[src/rtl/fetch_unit.sv]
// -----------------------------------------------------------------------------
// fetch_unit
//
// Datapath-side responder to the SISC control FSM. It owns the program counter
// (PC) and the instruction register (IR). It fetches instruction words over a
// req/ack instruction-memory port and hands the decoded fields back to ctrl.
//
// Ports
//   clk          system clock, all state updates on posedge
//   rst_f        asynchronous active-low reset
//   pc_rst       synchronous PC/IR/fetch clear from ctrl (aborts a fetch)
//   pc_write     PC load enable
//   pc_sel       0: PC+1, 1: branch target
//   br_sel       1: absolute target (imm), 0: relative target (PC + sext(imm))
//   ir_load      start an instruction fetch at the current PC
//   im_addr      instruction memory address (registered)
//   im_req       instruction memory request (registered)
//   im_rdata     instruction memory read data, valid with im_ack
//   im_ack       memory response; may be combinational from im_req
//   pc_out       current PC
//   ir_out       current instruction word
//   opcode/mm/imm  ir_out[31:28] / ir_out[27:24] / ir_out[15:0]
//   fetch_stall  high while a fetch is outstanding
//   fetch_fault  sticky: a fetch timed out (cleared by pc_rst or rst_f)
//   state_dbg    fetch FSM state, 1 while in WAIT
//
// Handshake: im_req rises together with a registered im_addr and both hold
// steady until the first cycle im_ack is high; that edge completes the
// transfer and drops im_req. im_ack is only sampled while in WAIT. The only
// ways im_req drops without an ack are a timeout or a pc_rst abort.
// -----------------------------------------------------------------------------
module fetch_unit #(
  parameter int AW      = 16,
  parameter int DW      = 32,
  parameter int TIMEOUT = 15
) (
  input  logic          clk,
  input  logic          rst_f,
  input  logic          pc_rst,
  input  logic          pc_write,
  input  logic          pc_sel,
  input  logic          br_sel,
  input  logic          ir_load,
  output logic [AW-1:0] im_addr,
  output logic          im_req,
  input  logic [DW-1:0] im_rdata,
  input  logic          im_ack,
  output logic [AW-1:0] pc_out,
  output logic [DW-1:0] ir_out,
  output logic [3:0]    opcode,
  output logic [3:0]    mm,
  output logic [15:0]   imm,
  output logic          fetch_stall,
  output logic          fetch_fault,
  output logic          state_dbg
);

  // Timer only has to reach TIMEOUT-1.
  localparam int TW = (TIMEOUT < 2) ? 1 : $clog2(TIMEOUT);

  typedef enum logic {
    S_IDLE = 1'b0,
    S_WAIT = 1'b1
  } fetch_state_e;

  fetch_state_e  state;
  logic [TW-1:0] timer;

  assign opcode    = ir_out[31:28];
  assign mm        = ir_out[27:24];
  assign imm       = ir_out[15:0];
  assign state_dbg = (state == S_WAIT);

  // ---------------------------------------------------------------------------
  // Program counter. Independent of fetch state, so ctrl may advance the PC
  // on the same edge that launches a fetch (the fetch uses the old value).
  // The size casts zero-extend (absolute) or sign-extend (relative) imm to AW.
  // ---------------------------------------------------------------------------
  always_ff @(posedge clk or negedge rst_f) begin
    if (!rst_f) begin
      pc_out <= '0;
    end else if (pc_rst) begin
      pc_out <= '0;
    end else if (pc_write) begin
      if (!pc_sel)
        pc_out <= pc_out + AW'(1);
      else if (br_sel)
        pc_out <= AW'(imm);
      else
        pc_out <= pc_out + AW'($signed(imm));
    end
  end

  // ---------------------------------------------------------------------------
  // Fetch FSM with registered outputs. pc_rst overrides everything, including
  // an ack arriving on the same edge.
  // ---------------------------------------------------------------------------
  always_ff @(posedge clk or negedge rst_f) begin
    if (!rst_f) begin
      state       <= S_IDLE;
      im_addr     <= '0;
      im_req      <= 1'b0;
      ir_out      <= '0;
      fetch_stall <= 1'b0;
      fetch_fault <= 1'b0;
      timer       <= '0;
    end else if (pc_rst) begin
      state       <= S_IDLE;
      im_req      <= 1'b0;
      ir_out      <= '0;
      fetch_stall <= 1'b0;
      fetch_fault <= 1'b0;
      timer       <= '0;
    end else begin
      case (state)
        S_IDLE: begin
          if (ir_load) begin
            im_addr     <= pc_out;
            im_req      <= 1'b1;
            fetch_stall <= 1'b1;
            timer       <= '0;
            state       <= S_WAIT;
          end
        end
        S_WAIT: begin
          if (im_ack) begin
            ir_out      <= im_rdata;
            im_req      <= 1'b0;
            fetch_stall <= 1'b0;
            state       <= S_IDLE;
          end else if (timer == TW'(TIMEOUT - 1)) begin
            // Abandon the fetch: present a NOOP and flag the fault.
            ir_out      <= '0;
            fetch_fault <= 1'b1;
            im_req      <= 1'b0;
            fetch_stall <= 1'b0;
            state       <= S_IDLE;
          end else begin
            timer <= timer + TW'(1);
          end
        end
        default: state <= S_IDLE;
      endcase
    end
  end

endmodule

[config.mk]
export PLATFORM = sky130hd
export DESIGN_NAME = fetch_unit
export DESIGN_NICKNAME = d
export VERILOG_FILES = /design/src/rtl/fetch_unit.sv
export SDC_FILE = /design/constraint.sdc
export NUM_CORES = 1
export LEC_CHECK = 0
export CAP_MARGIN = 20
export CELL_PAD_IN_SITES_DETAIL_PLACEMENT = 1
export CELL_PAD_IN_SITES_GLOBAL_PLACEMENT = 2
export CORE_MARGIN = 2
export CORE_UTILIZATION = 30
export CTS_BUF_LIST = sky130_fd_sc_hd__clkbuf_2 sky130_fd_sc_hd__clkbuf_4 sky130_fd_sc_hd__clkbuf_8
export DETAILED_ROUTE_END_ITERATION = 10
export PLACE_DENSITY = 0.93
export SYNTH_ARGS = -nofsm -noshare
export SYNTH_HDL_FRONTEND = slang
export SYNTH_SLANG_ARGS = --single-unit
export TNS_END_PERCENT = 50
[constraint.sdc]
create_clock -name clk -period 5.4 [get_ports clk]
set_input_delay 1.08 -clock clk [delete_from_list [all_inputs] [get_ports clk]]
set_output_delay 1.08 -clock clk [all_outputs]
set_load 0.05 [all_outputs]
==> metrics.md <==
| Metric | Value |
|---|---|
| Final Hold Fails | `0` |
| Critical path data required time | `4320 ps` |
| Leak Pwr | `between 2 and 2.5 nW` |
| Placed wire-length estimate | `9880 µm` |
| Maximum fanout along the worst path | `12` |
| Vias per std cell | `approximately 5.3` |
| Diode count | `0` |
| Most frequent cells in the layout | `clkdlybuf4s50_1, nand2_1, dfrtp_1` |
| GRT overflow | `0` |
| Top FF cell, synth | `dfrtp_1` |
| Sequential group share of total power | `between 30 and 40%` |
| Distinct cells, synth | `61` |
| CTS Buffer Depth | `2` |
| # rows | `between 40 and 50` |
| Die area | `between 0.015 and 0.02 mm²` |
| RSZ-0062 raised after global routing | `false` |
| GR Util All Layers | `17.6%` |
| Max Cap Violations | `0` |
| Fin nets | `between 600 and 700` |
| Sequential share of the synthesized area | `a little over 40%` |
| Cells after Synth | `494` |
| Power Density | `around 260 mW/mm²` |
| Worst-path cell chain | `clkdlybuf4s50_1` |
| Switch share | `35.1%` |
| CTS sink cnt | `71` |
| Post-synth ARST share | `100%` |
| Yosys reg bits | `71` |
| Clock Skew | `around 8.7 ps` |
| Core ar. | `between 0.01 and 0.015 mm²` |
| Post-Syn Nets | `around 550` |
| H-tree depth | `3` |
| Fraction of layout cells with a size suffix above 1 | `9.46%` |
| Number of enable flip-flop cells after synthesis | `0` |
| Hold buffers post-CTS | `0` |
| CTS tree | `built` |
| DRC violations left | `0` |
| PortBufs | `about 130` |
| Initial antenna violation count | `0` |
| Crit path buffers/inverters | `1` |
| GPL Wtd Cong | `~0.87` |
| DP Area | `0.00564 mm²` |
| Crit Path Category | `flip-flop to primary output` |
| Slew Limit Fails | `0` |
| Later-pin clock latency in the skew report | `approximately 370 ps` |
| Root Driver | `clkbuf_8` |
| Int Pwr | `0.986 mW` |
| CP endpoint kind | `primary output` |
| Final min period | `around 3000 ps` |
| First-pass GRT wire length | `around 22000 µm` |
| Vias in the first global route | `approximately 4400` |
| Critical Path Source Type | `flip-flop` |
| Die Wd | `124 µm` |
| Initial Util | `between 30% and 40%` |
| Switch Pwr | `roughly 0.53 mW` |
| Post-Route WL | `13600 µm` |
| Inserted Clock Buffers | `9` |
| Post-CTS setup buffers | `0` |
| Clock share of power | `between 30% and 40%` |
| Part of the cycle the worst path needs | `55.2%` |
| First-pass DRT Iterations | `4` |
| Min-Delay Path Class | `flip-flop to flip-flop` |
| Worst slew margin | `approximately 39%` |
| Warnings from Yosys | `0` |
| Logic pwr share | `around 28%` |
| Worst-Margin Slew | `921 ps` |
| Avg Inst Size Synth | `8.80 µm²` |
| I/O Pins | `between 100 and 150` |
| Synth-to-layout area growth | `35.0%` |
| Detail Route Antenna Nets | `0` |
| Status | `finished clean` |
| Slowest cell on the critical path | `clkdlybuf4s50_1` |
| Top Family by Delay on Critical Path | `buffers and inverters` |
| Achievable frequency | `~340 MHz` |
| Cts repair resizes | `0` |
| Worst path arrival time | `between 1500 and 2000 ps` |
| Clk pin slew, worst setup/hold paths | `80 ps` |
| CP max stage delay | `~900 ps` |
| TNS Setup | `0 ps` |
| Vias post-DR | `slightly above 4000` |
| Largest net degree at the start of global routing | `just over 70` |
| Commonest non-fill, non-tap cell in the layout | `clkdlybuf4s50_1` |
| Post-Syn Area | `between 0.004 and 0.005 mm²` |
| Initial DRC count | `just under 200` |
| Post-DR wirelength/cell | `17.7 µm` |
| Final Cell Area | `approximately 0.006 mm²` |
| Maximum vdd drop | `about 0.00015 V` |
| Die Span Y | `~120 µm` |
| Final setup viols | `0` |
==> registers in the layout, indices dropped and copies added, names as in the netlist <==
signal,flops
fetch_fault,1
pc_out,16
ir_out,32
timer,4
fetch_stall,1
im_addr,16
state_dbg,1
==> stage by stage <==
stage	hold slack, ps	setup slack [ps]	instances	total power, mW	util, %
after floorplan	573	2680	494	0.881	-
after global placement	464	2370	756	1.02	40.3
after detailed placement	474	2330	756	1.04	40.3
after CTS	493	2400	772	1.54	41.9
after global routing	522	2370	772	1.59	41.9
final	484	2420	772	1.52	41.9
==> cell usage after synthesis, types with 2 or more instances <==
cell type / number / share of area (%)
nand3_1: 7 / 0.81
nand3b_1: 2 / 0.35
inv_1: 11 / 0.95
a21boi_2: 2 / 0.52
nand2_1: 80 / 6.9
nand2b_1: 4 / 0.58
mux2i_1: 4 / 0.92
mux2_2: 16 / 4.1
xnor2_1: 8 / 1.6
a211oi_1: 4 / 0.69
a41oi_1: 3 / 0.60
a22oi_1: 7 / 1.2
nor2b_1: 5 / 0.72
dfrtp_1: 71 / 41
a31o_1: 2 / 0.40
xor2_1: 3 / 0.60
a21oi_1: 21 / 2.4
o21ai_1: 2 / 0.23
and4_1: 2 / 0.40
a31o_2: 4 / 0.81
clkbuf_1: 25 / 2.2
nor2_1: 32 / 2.8
nor3_1: 8 / 0.92
o31ai_1: 2 / 0.35
nand4_1: 6 / 0.86
a31oi_1: 11 / 1.6
buf_4: 25 / 4.3
o21a_1: 2 / 0.35
and3_1: 6 / 0.86
buf_2: 4 / 0.46
ha_1: 18 / 5.2
o22ai_1: 3 / 0.43
or3_1: 2 / 0.29
o21ai_0: 56 / 6.4
a2bb2oi_1: 2 / 0.40
nor3b_1: 4 / 0.69
and2_1: 2 / 0.29
a21o_1: 5 / 0.86
==> final timing paths <==
check | to | cells after the start | start | slack, ps
setup / recovery | state_dbg | 1 | state_dbg | 2420
hold / removal | ir_out[18] | 2 | ir_out[18] | 480
setup reg to reg | pc_out[14] | 10 | pc_out[0] | 2560
hold reg to reg | ir_out[18] | 2 | ir_out[18] | 480
max in group asynchronous | ir_out[14] | 1 | rst_f | 3960
min in group asynchronous | im_addr[3] | 1 | rst_f | 840
==> worst register-to-register path: stages (launching register included) <==
cell and delay (ps):
dfrtp_1 540, ha_1 230, inv_1 60, fa_1 410, and2b_1 250, o2111ai_2 150
a21boi_2 230, o21ai_2 130, and3_1 200, or3_1 370, a31oi_1 190
==> cells by family (layout without fill, tap and decap cells) <==
group / count (synthesis) / in the layout / share of synthesized area [%]
simple gates: 166 / 166 / 17.5
xor+xnor: 12 / 12 / 2.59
fa+ha+maj: 19 / 19 / 5.64
flops: 71 / 71 / 40.9
buf+inv: 66 / 164 / 8.00
mux: 20 / 20 / 5.07
compound gates: 140 / 140 / 20.3
==> final cells by class <==
class	instances	area [µm²]
clock buffer	10	138
clock inverter	6	92.6
fill	1630	8120
inverter	11	41.3
multi-input combinational	357	2240
sequential	71	1780
tap	180	225
timing repair buffer	137	1350
==> per-layer routing <==
| metal | up-vias | share of wire (%) | routed length (µm) | global-route usage [%] |
|---|---|---|---|---|
| met4 | 0 | 2.6 | 353 | 7.47 |
| met3 | 29 | 5.8 | 792 | 4.42 |
| met5 | - | 0 | 0 | 0 |
| met2 | 120 | 50 | 6800 | 30.6 |
| li1 | 1907 | - | - | - |
| met1 | 2031 | 42 | 5680 | 20.6 |
==> power groups by stage <==
stage	Clock, mW	Sequential [mW]	Combinational (mW)
3_3_place_gp	0	0.613	0.412
6_report	0.496	0.605	0.418
3_5_place_dp	0	0.615	0.421
5_1_grt	0.534	0.611	0.444
4_1_cts	0.514	0.606	0.423
2_1_floorplan	0	0.708	0.173
(Power assumes the default switching activity.)
